## config.mk

```make
export PLATFORM = sky130hd
export DESIGN_NAME = bullet_ctrl
export DESIGN_NICKNAME = d
export VERILOG_FILES = /design/src/rtl/tank_pkg.sv /design/src/rtl/bullet_step.sv /design/src/rtl/bullet_ctrl.sv
export SDC_FILE = /design/constraint.sdc
export NUM_CORES = 1
export LEC_CHECK = 0
export BUFFER_PORTS_ARGS = -buffer_cell sky130_fd_sc_hd__buf_2
export CORE_UTILIZATION = 25
export CTS_BUF_LIST = sky130_fd_sc_hd__clkbuf_2 sky130_fd_sc_hd__clkbuf_4 sky130_fd_sc_hd__clkbuf_8
export DETAILED_ROUTE_END_ITERATION = 10
export PLACE_DENSITY_LB_ADDON = 0.05
export SKIP_LAST_GASP = 1
export SYNTH_ARGS = -nofsm -noshare
export SYNTH_HDL_FRONTEND = slang
export SYNTH_HIERARCHICAL = 1
export SYNTH_SLANG_ARGS = --single-unit
```

## constraint.sdc

```tcl
create_clock -name clk -period 7.6 [get_ports clk]
set_clock_uncertainty 0.15 [all_clocks]
set_input_delay 0.76 -clock clk [delete_from_list [all_inputs] [get_ports clk]]
set_output_delay 0.76 -clock clk [all_outputs]
set_load 0.01 [all_outputs]
```

## src/rtl/tank_pkg.sv

```systemverilog
// rtl/tank_pkg.sv - shared tank/bullet constants, encodings and muzzle offsets
package tank_pkg;

    localparam logic [1:0] DIR_UP    = 2'b00;
    localparam logic [1:0] DIR_DOWN  = 2'b01;
    localparam logic [1:0] DIR_LEFT  = 2'b10;
    localparam logic [1:0] DIR_RIGHT = 2'b11;

    localparam logic [2:0] BD_IDLE = 3'b000;
    localparam int         BD_LIVE = 2;

    localparam int SCREEN_W = 160;
    localparam int SCREEN_H = 120;

    localparam logic [7:0] PARK_X = 8'd147;
    localparam logic [6:0] PARK_Y = 7'd109;

    localparam logic [8:0] MUZZLE_UP_X    = 9'd4;
    localparam logic [8:0] MUZZLE_UP_Y    = 9'd0;
    localparam logic [8:0] MUZZLE_DOWN_X  = 9'd4;
    localparam logic [8:0] MUZZLE_DOWN_Y  = 9'd8;
    localparam logic [8:0] MUZZLE_LEFT_X  = 9'd0;
    localparam logic [8:0] MUZZLE_LEFT_Y  = 9'd4;
    localparam logic [8:0] MUZZLE_RIGHT_X = 9'd8;
    localparam logic [8:0] MUZZLE_RIGHT_Y = 9'd4;

    typedef enum logic [1:0] {
        IDLE = 2'd0,
        FLY  = 2'd1,
        COOL = 2'd2
    } state_t;

    function automatic logic [8:0] muzzle_dx(input logic [1:0] dir);
        case (dir)
            DIR_UP:   return MUZZLE_UP_X;
            DIR_DOWN: return MUZZLE_DOWN_X;
            DIR_LEFT: return MUZZLE_LEFT_X;
            default:  return MUZZLE_RIGHT_X;
        endcase
    endfunction

    function automatic logic [8:0] muzzle_dy(input logic [1:0] dir);
        case (dir)
            DIR_UP:   return MUZZLE_UP_Y;
            DIR_DOWN: return MUZZLE_DOWN_Y;
            DIR_LEFT: return MUZZLE_LEFT_Y;
            default:  return MUZZLE_RIGHT_Y;
        endcase
    endfunction

endpackage

```

## src/rtl/bullet_step.sv

```systemverilog
// rtl/bullet_step.sv - next bullet base and out-of-bounds test for one step
module bullet_step
    import tank_pkg::*;
#(
    parameter int STEP  = 2,
    parameter int X_MIN = 1,
    parameter int X_MAX = 158,
    parameter int Y_MIN = 1,
    parameter int Y_MAX = 118
) (
    input  logic [7:0] base_x,
    input  logic [6:0] base_y,
    input  logic [1:0] dir,
    output logic [7:0] next_x,
    output logic [6:0] next_y,
    output logic       oob
);

    localparam logic [8:0] STEP9  = 9'(STEP);
    localparam logic [7:0] STEP8  = 8'(STEP);
    localparam logic [6:0] STEP7  = 7'(STEP);
    localparam logic [8:0] X_MIN9 = 9'(X_MIN);
    localparam logic [8:0] X_MAX9 = 9'(X_MAX);
    localparam logic [8:0] Y_MIN9 = 9'(Y_MIN);
    localparam logic [8:0] Y_MAX9 = 9'(Y_MAX);

    logic [8:0] real_x, real_y;
    logic [8:0] next_real_x, next_real_y;
    logic       underflow;

    // Bounds apply to the drawn pixel (base + muzzle), not to the base itself.
    always_comb begin
        real_x      = {1'b0, base_x} + muzzle_dx(dir);
        real_y      = {2'b0, base_y} + muzzle_dy(dir);
        next_real_x = real_x;
        next_real_y = real_y;
        next_x      = base_x;
        next_y      = base_y;
        underflow   = 1'b0;
        case (dir)
            DIR_UP: begin
                underflow   = real_y < STEP9;
                next_real_y = real_y - STEP9;
                next_y      = base_y - STEP7;
            end
            DIR_DOWN: begin
                next_real_y = real_y + STEP9;
                next_y      = base_y + STEP7;
            end
            DIR_LEFT: begin
                underflow   = real_x < STEP9;
                next_real_x = real_x - STEP9;
                next_x      = base_x - STEP8;
            end
            default: begin
                next_real_x = real_x + STEP9;
                next_x      = base_x + STEP8;
            end
        endcase
        oob = underflow
            || (next_real_x < X_MIN9) || (next_real_x > X_MAX9)
            || (next_real_y < Y_MIN9) || (next_real_y > Y_MAX9);
    end

endmodule

```

## src/rtl/bullet_ctrl.sv

```systemverilog
// rtl/bullet_ctrl.sv - per-tank bullet launch/flight/retire engine; BULLET_BOUNCE_EN adds one wall reflection
module bullet_ctrl
    import tank_pkg::*;
#(
    parameter int         STEP           = 2,
    parameter int         COOLDOWN_TICKS = 8,
    parameter int         X_MIN          = 1,
    parameter int         X_MAX          = 158,
    parameter int         Y_MIN          = 1,
    parameter int         Y_MAX          = 118,
    parameter logic [7:0] PARK_BX        = PARK_X,
    parameter logic [6:0] PARK_BY        = PARK_Y
) (
    input  logic       clk,
    input  logic       resetn,
    input  logic       tick,
    input  logic       fire,
    input  logic       tank_alive,
    input  logic [7:0] tank_x,
    input  logic [6:0] tank_y,
    input  logic [1:0] tank_d,
    input  logic       hit,
    output logic [7:0] bx,
    output logic [6:0] by,
    output logic       be,
    output logic [2:0] bd,
    output logic       fired,
    output logic       retired
);

    localparam int CW = (COOLDOWN_TICKS > 0) ? $clog2(COOLDOWN_TICKS + 1) : 1;

    state_t        state;
    logic [CW-1:0] cnt;
    logic [7:0]    next_x;
    logic [6:0]    next_y;
    logic          oob;
    logic          can_bounce;
    logic          retire_now;

`ifdef BULLET_BOUNCE_EN
    logic bounced;
`endif

    bullet_step #(
        .STEP  (STEP),
        .X_MIN (X_MIN),
        .X_MAX (X_MAX),
        .Y_MIN (Y_MIN),
        .Y_MAX (Y_MAX)
    ) u_step (
        .base_x (bx),
        .base_y (by),
        .dir    (bd[1:0]),
        .next_x (next_x),
        .next_y (next_y),
        .oob    (oob)
    );

    // hit and tank death outrank the tick, so a same-cycle hit never advances the bullet.
    always_comb begin
        can_bounce = 1'b0;
`ifdef BULLET_BOUNCE_EN
        can_bounce = !bounced;
`endif
        retire_now = !tank_alive || hit || (tick && oob && !can_bounce);
    end

    always_ff @(posedge clk) begin
        if (!resetn) begin
            state   <= IDLE;
            bx      <= PARK_BX;
            by      <= PARK_BY;
            be      <= 1'b0;
            bd      <= BD_IDLE;
            fired   <= 1'b0;
            retired <= 1'b0;
            cnt     <= '0;
`ifdef BULLET_BOUNCE_EN
            bounced <= 1'b0;
`endif
        end else begin
            fired   <= 1'b0;
            retired <= 1'b0;
            case (state)
                IDLE: begin
                    if (fire && tank_alive) begin
                        bx    <= tank_x;
                        by    <= tank_y;
                        bd    <= {1'b1, tank_d};
                        be    <= 1'b1;
                        fired <= 1'b1;
                        state <= FLY;
`ifdef BULLET_BOUNCE_EN
                        bounced <= 1'b0;
`endif
                    end
                end
                FLY: begin
                    if (retire_now) begin
                        bx      <= PARK_BX;
                        by      <= PARK_BY;
                        be      <= 1'b0;
                        bd      <= BD_IDLE;
                        retired <= 1'b1;
                        if (COOLDOWN_TICKS > 0) begin
                            cnt   <= CW'(COOLDOWN_TICKS);
                            state <= COOL;
                        end else begin
                            state <= IDLE;
                        end
                    end else if (tick) begin
                        if (oob) begin
`ifdef BULLET_BOUNCE_EN
                            // Reflect in place: flipping bit0 swaps up/down and left/right.
                            bd[0]   <= ~bd[0];
                            bounced <= 1'b1;
`endif
                        end else begin
                            bx <= next_x;
                            by <= next_y;
                        end
                    end
                end
                COOL: begin
                    if (tick) begin
                        cnt <= cnt - CW'(1);
                        if (cnt == CW'(1)) begin
                            state <= IDLE;
                        end
                    end
                end
                default: state <= IDLE;
            endcase
        end
    end

endmodule

```

-- Word-level counts from Yosys, hierarchy flattened
Cells that the tools add are included.
- $add $sub $neg: 11
- $mul: 0
- div/mod/pow operators: 0
- magnitude comparators: 6
- equality and inequality tests: 13
- shift-type cells: 0
- muxes and demuxes: 33
- bitwise logic cells: 0
- reduce and logical (&&, ||, !) cells: 21
- operators by type and width (operator ; count):
    $pmux 9 s2 ; 2
    $mux 8 ; 4
    $pmux 8 s2 ; 2
    $mux 7 ; 4
    $pmux 7 s2 ; 2
    $pmux 4 s2 ; 3
    $add 9x2->9 const B ; 2
    $lt 9x1->1 const B ; 2
    $lt 9x2->1 const B ; 2
    $sub 9x2->9 const B ; 2
    $reduce_and 5->1 ; 2
    $add 8x4->9 ; 1
    $gt 9x7->1 const B ; 1
    $gt 9x8->1 const B ; 1
    $ne 3x3->1 const B ; 3
    $add 7x4->8 ; 1
    $add 8x2->8 const B ; 1
    $mux 2 ; 4
    $mux 4 ; 2
    $ne 2x2->1 const B ; 4
    $sub 8x2->8 const B ; 1
    $add 7x2->7 const B ; 1
    $sub 7x2->7 const B ; 1
    $logic_or 1x1->1 ; 6
    other kinds (18) ; 30
- bits in registers: 27
- latch bits: 0
- bits in writable memories: 0
- memory bits (read-only): 0
- bits of input ports: 23
- output and inout port bits: 21
- logic and storage cells: 92
- memories: 0

-- Longest topological paths before layout
Gate-level depths: netlist (run 1).
- depth in word-level cells: 15
- depth in mapped cells: 17
- mapped depth without buffers: 15

-- Modules after synthesis
Netlist (run 1), hierarchy kept.
- modules (own cells, without submodules) (module ; instances ; cells each ; area each (um2) ; seq. area each (um2)):
    bullet_step ; 1 ; 187 ; 1377.6 ; 0.0
    bullet_ctrl ; 1 ; 121 ; 1149.9 ; 520.5

-- Worst setup path before layout (run 1)
OpenSTA, ideal clock, no wires.
- kind: flip-flop to flip-flop
- from: register bd[1]
- to: register cnt[0]
- setup time: 0.115 ns
- data arrival time: 3.612 ns
- required time: 7.335 ns
- path slack: 3.723 ns
- cell stages (with the launch flop): 17
- path buffers: 2
- clock period less this slack: 3.877 ns
- cells stage by stage: dfxtp_1 -> buf_6 -> clkinv_1 -> ha_1 -> fa_1 -> clkbuf_1 -> nor2_1 -> or4b_1 -> mux2_2 -> o22ai_1 -> a21oi_1 -> or3_1 -> nand4_1 -> nand2_1 -> a21o_2 -> and3_1 -> o21a_1
- word-level cells in the longest chain between the ends: 15
- elaborated cells on any way between the ends: 29
- classes of those cells: add/sub (6); order compare (6); eq/ne (3); mux (5); reduce/logical (9)
- ends and longest elaborated chain (element ; RTL line ; text):
    from (decl) ; bullet_ctrl.sv:26 ; output logic [2:0] bd,
    from (signal assigned) ; bullet_ctrl.sv:90 ; bd <= {1'b1, tank_d};
    $eq 2x1->1 / $logic_not 2->1 (equally long branches) ; tank_pkg.sv:34, tank_pkg.sv:43, bullet_step.sv:40 ;
    $reduce_or 2->1 (no line) ; - ;
    $pmux 4 s2 ; tank_pkg.sv:34 ; case (dir)
    $add 8x4->9 ; bullet_step.sv:33 ; real_x = {1'b0, base_x} + muzzle_dx(dir);
    $add 9x2->9 / $sub 9x2->9 (equally long branches) ; bullet_step.sv:56, bullet_step.sv:52 ;
    $pmux 9 s2 ; bullet_step.sv:40 ; case (dir)
    $lt 9x1->1 ; bullet_step.sv:61 ; || (next_real_x < X_MIN9) || (next_real_x > X_MAX9)
    $logic_or 1x1->1 (2 in a row) ; bullet_step.sv:61 ;
    $logic_or 1x1->1 ; bullet_step.sv:62 ; || (next_real_y < Y_MIN9) || (next_real_y > Y_MAX9);
    $logic_or 1x1->1 (*) ; bullet_step.sv:62 ;
    via oob ; bullet_ctrl.sv:37 ; logic oob;
    $logic_and 1x1->1 (*) ; bullet_ctrl.sv:66 ; retire_now = !tank_alive || hit || (tick && oob && !can_bounce);
    $logic_or 1x1->1 (*) ; bullet_ctrl.sv:66 ;
    $ne 2x2->1 (no line) (*) ; - ;
    $reduce_and 3->1 (no line) (*) ; - ;
    to (signal assigned) ; bullet_ctrl.sv:107 ; cnt <= CW'(COOLDOWN_TICKS);
    to (signal assigned) ; bullet_ctrl.sv:127 ; cnt <= cnt - CW'(1);
    to (decl) ; bullet_ctrl.sv:34 ; logic [CW-1:0] cnt;
Mark *: on every way through the listed nets, which the timed path passes. The rest lies on a longest branch.
A chain may end at the register's enable or synchronous reset.

-- Final worst setup path (run 1)
- from: register bd[0]
- to: register by[2]
- word-level cells in the longest chain between the ends: 15
- elaborated cells on any way between the ends: 36
- classes of those cells: add/sub (6); order compare (6); eq/ne (5); mux (10); reduce/logical (9)
- ends and longest elaborated chain (element ; RTL line ; text):
    $eq 2x1->1 / $logic_not 2->1 (equally long branches) ; tank_pkg.sv:34, tank_pkg.sv:43, bullet_step.sv:40 ;
    $reduce_or 2->1 (no line) ; - ;
    $pmux 4 s2 ; tank_pkg.sv:34 ;
    $add 8x4->9 ; bullet_step.sv:33 ;
    $add 9x2->9 / $sub 9x2->9 (equally long branches) ; bullet_step.sv:56, bullet_step.sv:52 ;
    $pmux 9 s2 ; bullet_step.sv:40 ;
    $lt 9x1->1 ; bullet_step.sv:61 ;
    $logic_or 1x1->1 (2 in a row) ; bullet_step.sv:61 ;
    $logic_or 1x1->1 ; bullet_step.sv:62 ;
    $logic_or 1x1->1 (*) ; bullet_step.sv:62 ;
    via oob ; bullet_ctrl.sv:37 ;
    $logic_and 1x1->1 ; bullet_ctrl.sv:66 ;
    $logic_or 1x1->1 ; bullet_ctrl.sv:66 ;
    $ne 4x2->1 (no line), or another cell as far along ; - ;
    $reduce_and 5->1 (no line) / $pmux 7 s2 (equally long branches) ; - ;
    to (signal assigned) ; bullet_ctrl.sv:89 ; by <= tank_y;
    to (signal assigned) ; bullet_ctrl.sv:121 ; by <= next_y;
    to (decl) ; bullet_ctrl.sv:24 ; output logic [6:0] by,
Mark *: on every way through the listed nets, which the timed path passes. The rest lies on a longest branch. The select of a mux whose other input is x is not followed.

==> summary.txt, run 1 <==
=========================================================================================
Result of the run                                                               completed
Initial standard-cell utilization of the core                                       25.9%
Number of clock buffers inserted by TritonCTS                                           3
CTS HTree Levels                                                                        1
Core outline area                                                               9770 um^2
Total of fill cells in the finished design                                           1082
Net Count, Synth                                                                      355
Average routed wire per standard cell                                             15.2 um
Clock Path Buffers                                                                      2
Via count of the first global-routing pass                                           2245
Total standard cell area after synthesis                                        2530 um^2
Vias per cell                                                                        4.90
Cts repair resizes                                                                      0
Part of the power in registers                                                      39.2%
Power, Total                                                                       438 uW
Synthesized area per cell                                                       8.21 um^2
Required time of the worst setup path                                             7.60 ns
Number of nets with antenna violations after detailed routing                           0
Final clock period utilization by the worst path                                    56.0%
Most used flip-flop cell after synthesis                                          dfxtp_1
Net total in the final layout                                                         388
Layout Area Growth over Synthesis                                                   14.7%
Area of the multi-input gates                                                   1830 um^2
Total wire length                                                                 7180 um
Busiest layer in global routing                                                      met2
Largest net degree at the start of global routing                                      31
All-Layer GR Usage                                                                  14.4%
Kind of critical path                                                             reg2reg
DRT iter0 DRCs                                                                         73
Met3 track demand over resource                                                     1.22%
Total inserted antenna cells                                                            0
Part of the total power dissipated in the clock network                             21.3%
Final worst slack                                                                 3.34 ns
Count of flip-flops with a built-in enable after synthesis                              0
Top cell type by total area after synthesis                                       dfxtp_1
First-pass GRT wire length                                                       11700 um
Sequential-to-total area share from yosys stat                                      20.6%
Count of clock tree sinks                                                              26
Highest achievable clock rate                                                     235 MHz
Worst supply voltage drop on vdd                                                0.0771 mV
Share of final-layout standard cells stronger than drive strength 1                 20.0%
Initial antenna violation count                                                         0
Source-to-sink clock delay at the later pin of the worst-skew pair                0.28 ns
Detailed-router iteration count before antenna repair                                   7
Cells after synthesis                                                                 308
Number of hold buffers added after cts                                                  0
# setup viols final                                                                     0
GR Layer Usage met2                                                                 24.1%
P per Cell Area                                                               151 nW/um^2
Clock Tree Root                                                                  clkbuf_8
Max-slew violations                                                                     0
GRT overflow                                                                            0
Last weighted congestion value of the routability-driven placer                     0.722
Shortest clock period the worst path allows after layout                          4.26 ns
Total area of sequential cells                                                   520 um^2
Total negative setup slack                                                           0 ns
Startpoint type of the worst setup path                                          register
Combinational power share                                                           39.6%
Max-cap violation count                                                                 0
Main area contributors after synthesis                                       dfxtp_1 21%, ha_1 9.9%, xnor2_1 6.2%, a21oi_1 4.2%, inv_1 3.6%
Slack of the worst reg-to-reg path                                                3.34 ns
Die width                                                                          103 um
Cell with the largest stage delay on the worst path                               dfxtp_1
CTS clock-pin slew for the worst setup and hold paths                             0.10 ns
Final standard cell utilization of the core                                         29.6%
Met1 routing resource usage after global routing                                    20.1%
Yosys warns                                                                             6
HP Class                                                                          reg2reg
Floorplan die area                                                             10500 um^2
Normalized max-slew margin                                                          58.3%
Sw Share                                                                            38.3%
Endpoint type of the worst setup path                                            register
Proportion of register bits with asynchronous set or reset after synthesis             0%
RSZ-0062 raised after global routing                                                false
Hold Violations, Final                                                                  0
Worst slew pin tran                                                              0.624 ns
Delay contributed by the slowest stage of the critical path                       0.73 ns
Floorplan die height                                                               103 um
Cell-internal power                                                                270 uW
Pre-CTS setup slack                                                               3.31 ns
Area share of the leading cell type in the synthesized netlist                      20.6%
Number of post-CTS setup repair buffers                                                 0
Highest fanout seen on the critical path                                               15
Data arrival time of the critical path                                            4.26 ns
Ordered list of cells on the worst path                                      nand2_2, inv_1, fa_1, nor2_1, or4b_1, and4b_2, a22oi_1, xnor2_1, nor3_1, nand4_1, nand2_1, nand3_2, o221ai_1, o211ai_1
Num ports                                                                              44
Number of storage elements in the synthesis netlist                                    26
Net switching component of the power                                               168 uW
Num rows                                                                               36
Number of remaining DRC errors                                                          0
CTS tree                                                                             done
Port bufs                                                                              43
Via count                                                                            2319
Leakage                                                                           1.28 nW
Netlist cell types                                                                     63
Hpwl dp                                                                           5440 um
=========================================================================================
## cell type report
cell class                      count  area share (%)
Multi-Input combinational cell    240            63.2
Sequential cell                    26            18.0
Timing Repair Buffer               45            7.94
Tap cell                          133            5.74
Inverter                           25            3.24
Clock buffer                        4            1.90
## power by group through the flow
stage / sequential (mW) / combinational [mW] / clock [mW]
finish: 0.172 / 0.173 / 0.0930
global route: 0.175 / 0.197 / 0.102
CTS: 0.172 / 0.175 / 0.0970
detailed placement: 0.175 / 0.173 / 0
global placement: 0.176 / 0.176 / 0
floorplan: 0.170 / 0.128 / 0
## cell usage after synthesis, drive strengths merged, types with 3 or more instances
master,number
nand4,4
nor4,4
o221ai,9
nor2,17
buf,11
o21ai,16
a22oi,7
clkbuf,6
inv,24
xnor2,18
nor3,7
nand2,15
a21o,7
or2b,3
nand2b,5
xor2,11
nand3,12
a21oi,22
mux2i,8
ha,20
or3,3
dfxtp,26
o211ai,10
fa,4
and3,3
mux2,6
## routing by layer
layer / vias to the layer above / wire length [um]
met1: 1094 / 3610
li1: 1186 / -
met4: 0 / 48
met3: 4 / 180
met5: - / 0
met2: 35 / 3350
## placed cells by master (no fill, tap or decap), drive strengths merged, types with 2 or more instances in the layout
cell	n
o221ai	9
nor4	4
o21ai	16
buf	45
nor2b	2
nor2	17
a22o	2
or3	3
nor4b	2
clkbuf	4
nand2	15
nand2b	5
and4	2
o211ai	10
mux2	6
a21oi	22
or2b	3
nor3	7
and3	3
xor2	11
fa	4
o21a	2
xnor2	18
inv	24
nand3	12
a22oi	7
dfxtp	26
mux2i	8
a21o	7
o21bai	2
nand4	4
ha	20
## state kept, by name (all words and copies together), names as in the netlist
name,cells
be,1
cnt,4
state,2
retired,1
fired,1
bd,2
by,7
bx,8
## final timing paths
check / startpoint / endpoint / cells after the start
hold reg to reg: cnt[1] / cnt[1] / 2
setup / recovery: bd[0] / by[2] / 14
hold / removal: cnt[1] / cnt[1] / 2
setup reg to reg: bd[0] / by[2] / 14
## stage by stage
step,hold slack (ns),area (um^2),cells
6_report,0.347,2900,473
3_5_place_dp,0.332,2840,469
3_3_place_gp,0.337,2840,469
5_1_grt,0.388,2900,473
4_1_cts,0.354,2900,473
2_1_floorplan,0.311,2530,308
## worst max-delay path: cells and delay by family, from the launching register on
kind                     cells  cell delay [ns]
AND/OR/NAND/NOR              8             1.83
flip-flops                   1             0.73
adder cells (fa/ha/maj)      1             0.56
AO/OA/AOI/OAI                3             0.50
buffers and inverters        1             0.18
XOR/XNOR                     1             0.17
## cell families (layout without fill, tap and decap cells)
family	Yosys count	in the layout	synth area share (%)
mux	14	14	5.84
compound gates	87	87	23.4
buf+inv	42	74	7.38
simple gates	86	86	19.4
xor+xnor	29	29	10.3
flops	26	26	20.6
fa+ha+maj	24	24	13.1
(Power assumes the default switching activity.)
==> run 2, diff against run 1 <==
==> constraint.sdc (replaced) <==
create_clock -name clk -period 3.9 [get_ports clk]
set_clock_uncertainty 0.15 [all_clocks]
set_input_delay 0.39 -clock clk [delete_from_list [all_inputs] [get_ports clk]]
set_output_delay 0.39 -clock clk [all_outputs]
set_load 0.01 [all_outputs]
==> run 2 against run 1 <==
Flip-flop and latch count unchanged. Cell count up 4.0%. First-iteration DRC count down 36%. Count of clock-buffer cells in the layout down 1. Sequential power up 91%. Non-clock buffer count up 19. Global-route usage up 0.23 points. Die area unchanged. Utilization up 2.1 points. Via count up 2.0%. Largest cell class unchanged.
==> summary.txt, run 2 (same netlist as run 1, synthesis figures left out) <==
=====================================================================================
RSZ-0062 raised after global routing                                            false
Kind of critical path                                                         reg2reg
Ordered list of cells on the worst path                                  clkinv_1, ha_1, fa_2, xor2_2, or4b_1, mux2_2, o22ai_1, a21oi_1, or3_1, nand4_1, nand2_2, a21o_2, and3_1, o21a_1
Number of clock buffers inserted by TritonCTS                                       3
Total negative setup slack                                                       0 ns
Most used cells in the layout excluding fill and tap cells               43 x buf_2, 26 x dfxtp_1, 24 x inv_1
CTS clock-pin slew for the worst setup and hold paths                         0.10 ns
Hold Slack                                                                   0.170 ns
Total wire length                                                             7290 um
Clock Tree Root                                                              clkbuf_8
Worst supply voltage drop on vdd                                             0.149 mV
All-Layer GR Usage                                                              14.6%
Average routed wire per standard cell                                         14.8 um
CTS tree                                                                         done
Number of remaining DRC errors                                                      0
Cell with the largest stage delay on the worst path                            or4b_1
Hold Violations, Final                                                              0
Hpwl dp                                                                       5790 um
DRT iter0 DRCs                                                                     47
Worst reg2reg path depth                                                           14
Layout Cell Area excl Fill                                                  3100 um^2
Share of final-layout standard cells stronger than drive strength 1             26.2%
Floorplan die height                                                           103 um
Number of nets with antenna violations after detailed routing                       0
HP Class                                                                       in2reg
Port bufs                                                                          43
Max-slew violations                                                                 0
Via count                                                                        2366
Detailed-router iteration count before antenna repair                               4
Vias per cell                                                                    4.81
Filler-free cell count of the finished design                                     492
Die width                                                                      103 um
Count of clock tree sinks                                                          26
Initial standard-cell utilization of the core                                   25.9%
Via count of the first global-routing pass                                       2333
# placed instances                                                                488
Layout Area Growth over Synthesis                                               22.7%
CTS HTree Levels                                                                    1
Leakage                                                                       1.37 nW
Net total in the final layout                                                     407
P per Cell Area                                                           301 nW/um^2
Required time of the worst setup path                                         3.94 ns
Result of the run                                                           completed
Worst slew pin tran                                                          0.898 ns
Launching point of the worst reg2reg path                                       bd[1]
Slack of the worst reg-to-reg path                                            0.20 ns
Initial antenna violation count                                                     0
Top register by number of flip-flops                                               bx
Highest achievable clock rate                                                 271 MHz
Last weighted congestion value of the routability-driven placer                 0.750
# setup viols final                                                                 0
Data arrival time of the critical path                                        3.73 ns
Source-to-sink clock delay at the later pin of the worst-skew pair            0.28 ns
Endpoint type of the worst setup path                                        register
Num ports                                                                          44
Floorplan die area                                                         10500 um^2
Launch point of the worst hold path                                         tank_d[0]
Max-cap violation count                                                             0
Shortest clock period the worst path allows after layout                      3.70 ns
Startpoint type of the worst setup path                                      register
Most frequent standard cell in the layout excluding fill and tap cells          buf_2
Number of post-CTS setup repair buffers                                             0
GRT overflow                                                                        0
Clock Path Buffers                                                                  2
Total inserted antenna cells                                                        0
Registers with the most flip-flops                                       bx (8), by (7), cnt (4)
Worst Hold Path EP                                                              bd[0]
Num rows                                                                           36
Highest fanout seen on the critical path                                            3
Delay contributed by the slowest stage of the critical path                   0.49 ns
Normalized max-slew margin                                                      40.2%
Reg-to-Reg End                                                                 cnt[0]
Post-detailed-placement cell area                                           2990 um^2
Max FFs per register                                                                8
Largest net degree at the start of global routing                                  23
Final clock period utilization by the worst path                                94.8%
Worst hold path cell count                                                          2
First-pass GRT wire length                                                   11900 um
Core outline area                                                           9770 um^2
Total of fill cells in the finished design                                       1073
=====================================================================================
-- run 2: worst max-delay path by stage --
stage	slack (ns)	startpoint	depth (start not counted)	to
final	0.20	bd[1]	14	cnt[0]
after floorplan	0.02	bd[1]	16	cnt[0]
after CTS	0.07	bd[1]	15	bd[1]
after global routing	0.01	bd[1]	16	by[6]
after detailed placement	0.08	bd[1]	15	by[6]
after global placement	0.10	bd[1]	15	bd[1]
-- run 2: area by class of cell --
type,count,area (um^2),area share [%]
multi-input combinational,240,1870,60.4
timing repair buffer,64,377,12.1
clock inverter,1,30.0,0.968
sequential,26,520,16.8
clock buffer,3,41.3,1.33
tap,133,166,5.37
inverter,25,93.8,3.03
-- run 2: where the power goes --
part / switching [mW] / internal (mW)
clock: 0.0949 / 0.137
sequential: 0.0417 / 0.287
combinational: 0.202 / 0.171
-- run 2: repair_timing --
item                                    in CTS  in global routing
endpoints found under the setup margin       0                 21
gates resized for setup                      0                 10
hold buffers                                 0                  0
-- run 2: worst max-delay path, delay by kind of cell, from the launching register on --
| kind | cells | cell delay, ns |
|---|---|---|
| buf+inv | 1 | 0.09 |
| mux | 1 | 0.29 |
| compound gates | 4 | 0.66 |
| fa+ha+maj | 2 | 0.62 |
| simple gates | 5 | 1.27 |
| flops | 1 | 0.36 |
| xor+xnor | 1 | 0.16 |
-- run 2: stage by stage --
stage	total power [mW]	util (%)	worst slack (ns)
floorplan	0.581	-	0.0231
global placement	0.705	30.5	0.104
detailed placement	0.701	30.5	0.0843
CTS	0.939	31.3	0.0724
global route	1.00	31.7	0.0143
finish	0.934	31.7	0.204
-- run 2: layer usage --
metal	wire length, um	vias to the layer above	global-route usage [%]	part of all wire, %
met5	0	-	0	0
met4	31	0	2.31	0.43
met3	146	2	0.949	2.0
met2	3460	28	25.8	47
met1	3650	1115	19.8	50
li1	-	1221	-	-
